[src/rtl/grf_mp.sv]
// -----------------------------------------------------------------------------
// grf_mp : general register file, 2 write ports, NREAD read ports.
//
// Register 0 always reads as zero. Each read port sees a same-cycle write
// through a bypass: port 1 data first, then port 0 data, then the array.
// A per-register busy scoreboard is kept for the hazard unit, together with a
// registered count of the busy registers.
//
// Parameters
//   DATA_W  register width
//   ADDR_W  address width, DEPTH = 2**ADDR_W
//   NREAD   number of read ports (>= 1)
//
// Ports
//   clk, reset              clock; synchronous active-high reset
//   we0/wa0/wd0/pc0         write port 0 (writeback stage) with trace PC
//   we1/wa1/wd1/pc1         write port 1 (long-latency unit) with trace PC
//   ra   [NREAD*ADDR_W]     read addresses, port i = ra[i*ADDR_W +: ADDR_W]
//   rd   [NREAD*DATA_W]     read data,      port i = rd[i*DATA_W +: DATA_W]
//   rbusy[NREAD]            source register busy and not bypassed this cycle
//   iss_en/iss_addr         issue: mark iss_addr busy
//   busy_cnt[ADDR_W+1]      number of busy registers
//
// Configuration macro
//   GRF_TRACE_EN  when defined, every effective register write is printed
//                 (port 0 first, then port 1). When undefined pc0/pc1 are
//                 unused.
// -----------------------------------------------------------------------------
module grf_mp #(
  parameter int DATA_W = 32,
  parameter int ADDR_W = 5,
  parameter int NREAD  = 2
) (
  input  logic                    clk,
  input  logic                    reset,
  input  logic                    we0,
  input  logic [ADDR_W-1:0]       wa0,
  input  logic [DATA_W-1:0]       wd0,
  input  logic [31:0]             pc0,
  input  logic                    we1,
  input  logic [ADDR_W-1:0]       wa1,
  input  logic [DATA_W-1:0]       wd1,
  input  logic [31:0]             pc1,
  input  logic [NREAD*ADDR_W-1:0] ra,
  output logic [NREAD*DATA_W-1:0] rd,
  output logic [NREAD-1:0]        rbusy,
  input  logic                    iss_en,
  input  logic [ADDR_W-1:0]       iss_addr,
  output logic [ADDR_W:0]         busy_cnt
);

  localparam int DEPTH = 2 ** ADDR_W;

  logic [DATA_W-1:0] regs [DEPTH];
  logic [DEPTH-1:0]  busy;
  logic [DEPTH-1:0]  busy_nxt;
  logic [ADDR_W:0]   cnt_nxt;
  logic              we0_eff;
  logic              we1_eff;

  // Port 1 wins an address collision, so port 0 is suppressed in that case.
  assign we1_eff = we1 && (wa1 != '0);
  assign we0_eff = we0 && (wa0 != '0) && !(we1_eff && (wa1 == wa0));

  // NOTE: the file is built from flops, so clearing every entry on reset is
  // legal here; a RAM-macro implementation could not be reset this way.
  // NOTE: state is updated with non-blocking assignments so every register
  // samples pre-edge values regardless of statement order.
  always_ff @(posedge clk) begin
    if (reset) begin
      for (int r = 0; r < DEPTH; r++) regs[r] <= '0;
    end else begin
      if (we0_eff) regs[wa0] <= wd0;
      if (we1_eff) regs[wa1] <= wd1;
    end
  end

  // Scoreboard next state. An issue to r beats a writeback to r because the
  // new producer is the one the pipeline must wait for.
  always_comb begin
    // NOTE: every output of this block gets a default first so no path can
    // leave a value unassigned and infer a latch.
    busy_nxt = busy;
    cnt_nxt  = '0;
    for (int r = 1; r < DEPTH; r++) begin
      if (iss_en && (iss_addr == ADDR_W'(r)))
        busy_nxt[r] = 1'b1;
      else if ((we0 && (wa0 == ADDR_W'(r))) || (we1 && (wa1 == ADDR_W'(r))))
        busy_nxt[r] = 1'b0;
    end
    busy_nxt[0] = 1'b0;
    // Counting the next-state bits yields exactly the net +/- change of the
    // set/clear events that actually flip a bit.
    for (int r = 1; r < DEPTH; r++) cnt_nxt = cnt_nxt + (ADDR_W + 1)'(busy_nxt[r]);
  end

  always_ff @(posedge clk) begin
    if (reset) begin
      busy     <= '0;
      busy_cnt <= '0;
    end else begin
      busy     <= busy_nxt;
      busy_cnt <= cnt_nxt;
    end
  end

  // Read ports with same-cycle bypass; outputs are held at zero during reset.
  for (genvar i = 0; i < NREAD; i++) begin : g_rd
    logic [ADDR_W-1:0] a;
    logic              hit1;
    logic              hit0;

    assign a    = ra[i*ADDR_W +: ADDR_W];
    assign hit1 = we1 && (wa1 == a);
    assign hit0 = we0 && (wa0 == a);

    assign rd[i*DATA_W +: DATA_W] = (reset || (a == '0)) ? '0   :
                                    hit1                 ? wd1  :
                                    hit0                 ? wd0  :
                                                           regs[a];
    assign rbusy[i] = !reset && (a != '0) && busy[a] && !(hit1 || hit0);
  end

`ifdef GRF_TRACE_EN
  // Trace of effective writes; a port 0 write lost to port 1 is not printed.
  always_ff @(posedge clk) begin
    if (!reset && we0_eff) $display("%d@%h: $%d <= %h", $time, pc0, wa0, wd0);
    if (!reset && we1_eff) $display("%d@%h: $%d <= %h", $time, pc1, wa1, wd1);
  end
`else
  logic unused_pc;
  assign unused_pc = ^{pc0, pc1};
`endif

endmodule

[config.mk]
export PLATFORM = sky130hd
export DESIGN_NAME = grf_mp
export DESIGN_NICKNAME = d
export VERILOG_FILES = /design/src/rtl/grf_mp.sv
export SDC_FILE = /design/constraint.sdc
export NUM_CORES = 2
export LEC_CHECK = 0
export CAP_MARGIN = 10
export CORE_MARGIN = 4
export CORE_UTILIZATION = 30
export DETAILED_ROUTE_END_ITERATION = 8
export GPL_TIMING_DRIVEN = 0
export PLACE_DENSITY = 0.54
export SYNTH_ARGS = -nofsm -noshare
export SYNTH_HDL_FRONTEND = slang
export SYNTH_SLANG_ARGS = --single-unit
[constraint.sdc]
create_clock -name clk -period 8.45 [get_ports clk]
set_input_delay 2.535 -clock clk [delete_from_list [all_inputs] [get_ports clk]]
set_output_delay 2.535 -clock clk [all_outputs]
set_load 0.02 [all_outputs]
# Yosys cells after proc, flatten, opt, wreduce, memory -nomap -nowiden
# Memories as Yosys holds them, arrays and structs flattened.
# Index checks and enable logic that the tools add are counted.
dict set report word_totals {
  ff_bits 38
  ram_bits 1024
  in_bits 158
  out_inout_bits 72
  elab_cells 374
  memories 1
}
# memory words width rd rd_clocked_by_memory_dff write_ports line_no
set mem_list {}
lappend mem_list {regs 32 32 2 0 32 54} ;# logic [DATA_W-1:0] regs [DEPTH];
dict set report op_classes {
  n_addsub 30
  n_lt_le_gt_ge 2
  n_eq_ne 98
  n_mux 86
  reduce_logical 154
}
# cell count
set op_table {}
lappend op_table {{$mux 32} 8}
lappend op_table {{$eq 5x5->1 const B} 48}
lappend op_table {{$add 6x1->6} 25}
lappend op_table {{$eq 5x4->1 const B} 24}
lappend op_table {{$logic_and 1x1->1} 107}
lappend op_table {{$mux 1} 74}
lappend op_table {{$reduce_or 32->1} 2}
lappend op_table {{$eq 5x3->1 const B} 12}
lappend op_table {{$logic_or 1x1->1} 35}
lappend op_table {{$eq 5x2->1 const B} 6}
lappend op_table {{$eq 5x5->1} 5}
lappend op_table {{$reduce_bool 5->1} 4}
lappend op_table {{$eq 5x1->1 const B} 3}
lappend op_table {{$lt 5x6->1 const B} 2}
lappend op_table {{$bmux 1 s5} 2}
lappend op_table {{$logic_not 5->1} 2}
lappend op_table {{$mux 5} 2}
lappend op_table {{$add 5x1->6} 1}
lappend op_table {{$add 4x1->5} 1}
lappend op_table {{$add 3x1->4} 1}
lappend op_table {{$logic_not 1->1} 4}
lappend op_table {{$add 2x1->3} 1}
lappend op_table {{$add 1x1->2} 1}

# Depth between registers and ports, before layout
dict set report depth {
  depth_word 35
  depth_mapped 24
  ltp_nobuf 22
}

# Worst setup path before layout
# OpenSTA, ideal clock, no wires.
dict set report synth_timing {
  kind {input port to flip-flop}
  startpoint {in wa0[4]}
  endpoint {reg busy_cnt[4]}
  arrival_ns 8.081
  setup_slack_ns 0.241
  stages 23
  path_cell_list {clkbuf_1 > and2_1 > clkbuf_1 > clkbuf_1 > a22oi_1 > a22oi_1 > fa_1 > fa_1 > inv_1 > fa_1 > inv_1 > fa_1 > fa_1 > inv_1 > fa_1 > inv_1 > fa_1 > fa_1 > inv_1 > a21o_1 > a21oi_1 > xor2_1 > nor2_1}
}
dict set report synth_via {
  elab_chain_len 35
  elab_cells_between_ends 185
}
# element line_no
set synth_lines {}
lappend synth_lines {{start, declared} 37} ;# input logic [ADDR_W-1:0] wa0,
lappend synth_lines {{$eq 5x1->1 / $eq 5x2->1 (equally long branches)} 88} ;# else if ((we0 && (wa0 == ADDR_W'(r))) || (we1 && (wa1 == ADDR_W'(r))))
lappend synth_lines {{$logic_and 1x1->1} 88}
lappend synth_lines {{$logic_or 1x1->1} 88}
lappend synth_lines {{$mux 1} 88}
lappend synth_lines {{$mux 1} 86} ;# if (iss_en && (iss_addr == ADDR_W'(r)))
lappend synth_lines {{$add 1x1->2} 94} ;# for (int r = 1; r < DEPTH; r++) cnt_nxt = cnt_nxt + (ADDR_W + 1)'(busy_nxt[r]);
lappend synth_lines {{$add 2x1->3} 94}
lappend synth_lines {{$add 3x1->4} 94}
lappend synth_lines {{$add 4x1->5} 94}
lappend synth_lines {{$add 5x1->6} 94}
lappend synth_lines {{$add 6x1->6 (24 in a row)} 94}
lappend synth_lines {{$add 6x1->6 *} 94}
lappend synth_lines {{end signal, assigned} 103} ;# busy_cnt <= cnt_nxt;
lappend synth_lines {{end, declared} 49} ;# output logic [ADDR_W:0] busy_cnt
# Every way passes the cells marked *; elsewhere a longest branch is shown, timed or not.
# A chain may end at the register's enable or synchronous reset.

# Worst setup path in the final report
dict set report layout_timing {
  startpoint {in ra[7]}
  endpoint {out rd[42]}
}
dict set report layout_via {
  elab_chain_len 5
  elab_cells_between_ends 10
}
# element line_no
set layout_lines {}
lappend layout_lines {{start, declared} 44} ;# input logic [NREAD*ADDR_W-1:0] ra,
lappend layout_lines {{branches (longest 4 deep; another with $mem_v2 32x32)} n/a}
lappend layout_lines {{$mux 32 *} 117} ;# assign rd[i*DATA_W +: DATA_W] = (reset || (a == '0)) ? '0 :
lappend layout_lines {{end, declared} 45} ;# output logic [NREAD*DATA_W-1:0] rd,
# Mark *: on every way between the ends.

==> results.cfg <==
[status]
outcome = finished, violations left
failed_checks = negative setup slack

[sta]
fin_skew_ns = 0.00437
rsz0062_at_grt = yes
tns_ns = -1.30
tightest_slew_ns = 1.48
fin_crit_sh = 1.02
fmax_mhz = 116
slew_headroom = 0.0111
setup_viol = 18
worst_slack_ns = -0.200
fin_crit_ns = 8.65
hold_viol_final = 0
drv_slew = 0

[power_and_ir_drop]
p_int_mw = 10.0
p_seq_frac = 0.429
combPwrFrac = 0.186
p_sw_frac = 0.314
switchingPower_mw = 4.59
p_per_area_nw_per_um2 = 192
leakagePower_nw = 24.6
power_frac_clock = 0.385
vdd_ir_drop_max_uv = 191

[worst_setup_path]
crit_top_cell = buf_4
path_max_fanout = 10
critPathRequiredTime_ns = 5.92
cpMaxStageDelayCell = o211ai_1
cp-start-kind = input pin
crit_type = input pin to output pin
slowest_delay_ns = 0.69
critPathArrivalTime_ns = 6.12
critical_path.top_delay_family = buffers and inverters
end_kind = output pin
cp_num_buf_inv = 6
path_cells = buf_2 -> buf_2 -> buf_4 -> buf_4 -> buf_4 -> mux2i_1 -> a22oi_1 -> a31oi_1 -> o211ai_1 -> clkdlybuf4s15_2

[die]
core_area_um2 = 214000
initial_core_util = 0.302
die_h_um = 472
rows = 170
die-area_um2 = 223000
die-width_um = 472
ioPinCount = 230

[cells_and_area]
syn_to_final_growth_pct = 17.7
final_cell_area_um2 = 76100
nNetsFinal = 5288
drive_gt1_frac = 0.214

[synth]
synth-async-reset-ratio = 0
synth.distinct_cells = 62
synth_cells = 4813
synthTopCellsByCount = edfxtp_1 (1024), a32o_1 (992), clkbuf_1 (557)
netlist_area_um2 = 64700
synth.avg_cell_area_um2 = 13.4
yosysMostFrequentCell = edfxtp_1
synth_area_leaders = edfxtp_1 (48%), a32o_1 (15%), mux4_2 (12%)
yosys.area.top_type = edfxtp_1
synth_seq_area_share = 0.487
ys_warn_count = 0
ys_ff_latch = 1061
yosysTopAreaCellShare = 0.476
synth_flop_cell = edfxtp_1
synth-edff-count = 1024

[clock_tree]
insertion_delay_ns = 0.76
cts.sinks = 1061
root_buffer = clkbuf_16
cts_max_path_buffers = 3
cts_tree = done
clk_pin_slew_ns = 0.06
cts_max_level = 3
cts_buffers = 119

[detailed_routing]
first_iter_violations = 9526
drc_errors = 0
antenna_left = 0
via_count = 57100
totalWireLength_um = 380000
avgViaCountPerCell = 7.08
wl_per_cell_um = 47.1
firstDrtPassIters = 6

[grt]
grt_pass1_vias = 54200
grt-ovfl-total = 0
grt_start_max_net_pins = 33
antenna_found_initial = 39
grt_pass1_wl_um = 492000
track_usage = 0.327

[place]
dp_slack_ns = -2.26
portBuffers = 93
gp_congestion = 1.08
placed_cell_area_um2 = 70000
dp_hpwl_um = 304000

[flow_run]
maxCapViolCount = 0

[worst_hold_path]
hold_class = flop to flop
## per-stage QoR
stage / hold WS (ns) / instances / util / power (mW)
after floorplan: 0.515 / 4844 / - / 7.56
after global placement: 0.557 / 7775 / 0.323 / 8.77
after detailed placement: 0.571 / 7814 / 0.327 / 8.82
final: 0.590 / 8066 / 0.355 / 14.6
after global routing: 0.631 / 8050 / 0.355 / 14.8
after CTS: 0.589 / 8038 / 0.353 / 14.4
## registers in the layout, summed over array words and instances, names as in the netlist
name	count
regs	1024
busy	31
busy_cnt	6
## layout make-up
| class | instances | area, um2 |
|---|---|---|
| diodes | 22 | 55.1 |
| plain buffers | 835 | 4280 |
| clock buffers | 137 | 3090 |
| clock inverters | 90 | 990 |
| fillers | 20900 | 138000 |
| inverters | 29 | 118 |
| multi-input cells | 2911 | 30800 |
| flip-flops and latches | 1061 | 31500 |
| well taps | 2838 | 3550 |
| repair buffers | 143 | 1700 |
## cell families after synthesis
group | synth area share
buffers and inverters | 0.0564
AND/OR/NAND/NOR | 0.0346
XOR/XNOR | 0.00379
AO/OA/AOI/OAI | 0.227
multiplexers | 0.183
adder cells (fa/ha/maj) | 0.00848
flip-flops | 0.487
other | 0.0000580
## metal layers
layer | vias to the layer above | share of wire | global-route usage
li1 | 21300 | - | -
met1 | 29600 | 0.36 | 0.391
met2 | 5027 | 0.42 | 0.483
met3 | 1128 | 0.14 | 0.127
met4 | 16 | 0.082 | 0.228
met5 | - | 0.00077 | 0.00281
## worst paths after layout
check	start	endpoint	slack, ns	depth (start not counted)
worst max register to register	busy[24]	busy_cnt[4]	3.05	19
worst min-delay path	busy[22]	busy[22]	0.59	2
worst min register to register	busy[22]	busy[22]	0.59	2
worst max-delay path	ra[7]	rd[42]	-0.20	10
## worst min-delay path, delay by kind of cell, from the launching register on
family           cells  cell delay, ns
AND/OR/NAND/NOR      1            0.09
AO/OA/AOI/OAI        1            0.11
flip-flops           1            0.35
## power groups by stage
stage                     Clock (mW)  Sequential [mW]  Combinational, mW
final                           5.63             6.28               2.73
after global placement             0             6.36               2.41
after global routing            5.81             6.30               2.70
after floorplan                    0             6.28               1.27
after CTS                       5.60             6.26               2.56
after detailed placement           0             6.36               2.45
## cells in the final DEF (no fill, tap or decap), types with 63 or more instances in the layout
| cell type | count |
|---|---|
| edfxtp_1 | 1024 |
| a32o_1 | 992 |
| clkbuf_1 | 472 |
| mux2i_1 | 391 |
| mux4_2 | 337 |
| clkbuf_16 | 121 |
| nand2_1 | 117 |
| a22oi_1 | 108 |
| o221ai_1 | 108 |
| buf_2 | 103 |
| nand3_1 | 76 |
| buf_1 | 68 |
| clkbuf_2 | 68 |
| nor2_1 | 66 |
| a211o_1 | 66 |
| o22ai_1 | 63 |
## timing repair
action / in CTS / in global routing
hold buffers: 0 / 0
gates resized for setup: 561 / 84
setup endpoints to repair: 72 / 42
buffers inserted: 4 / 3
pin swaps: 37 / 9
(Power assumes the default switching activity.)
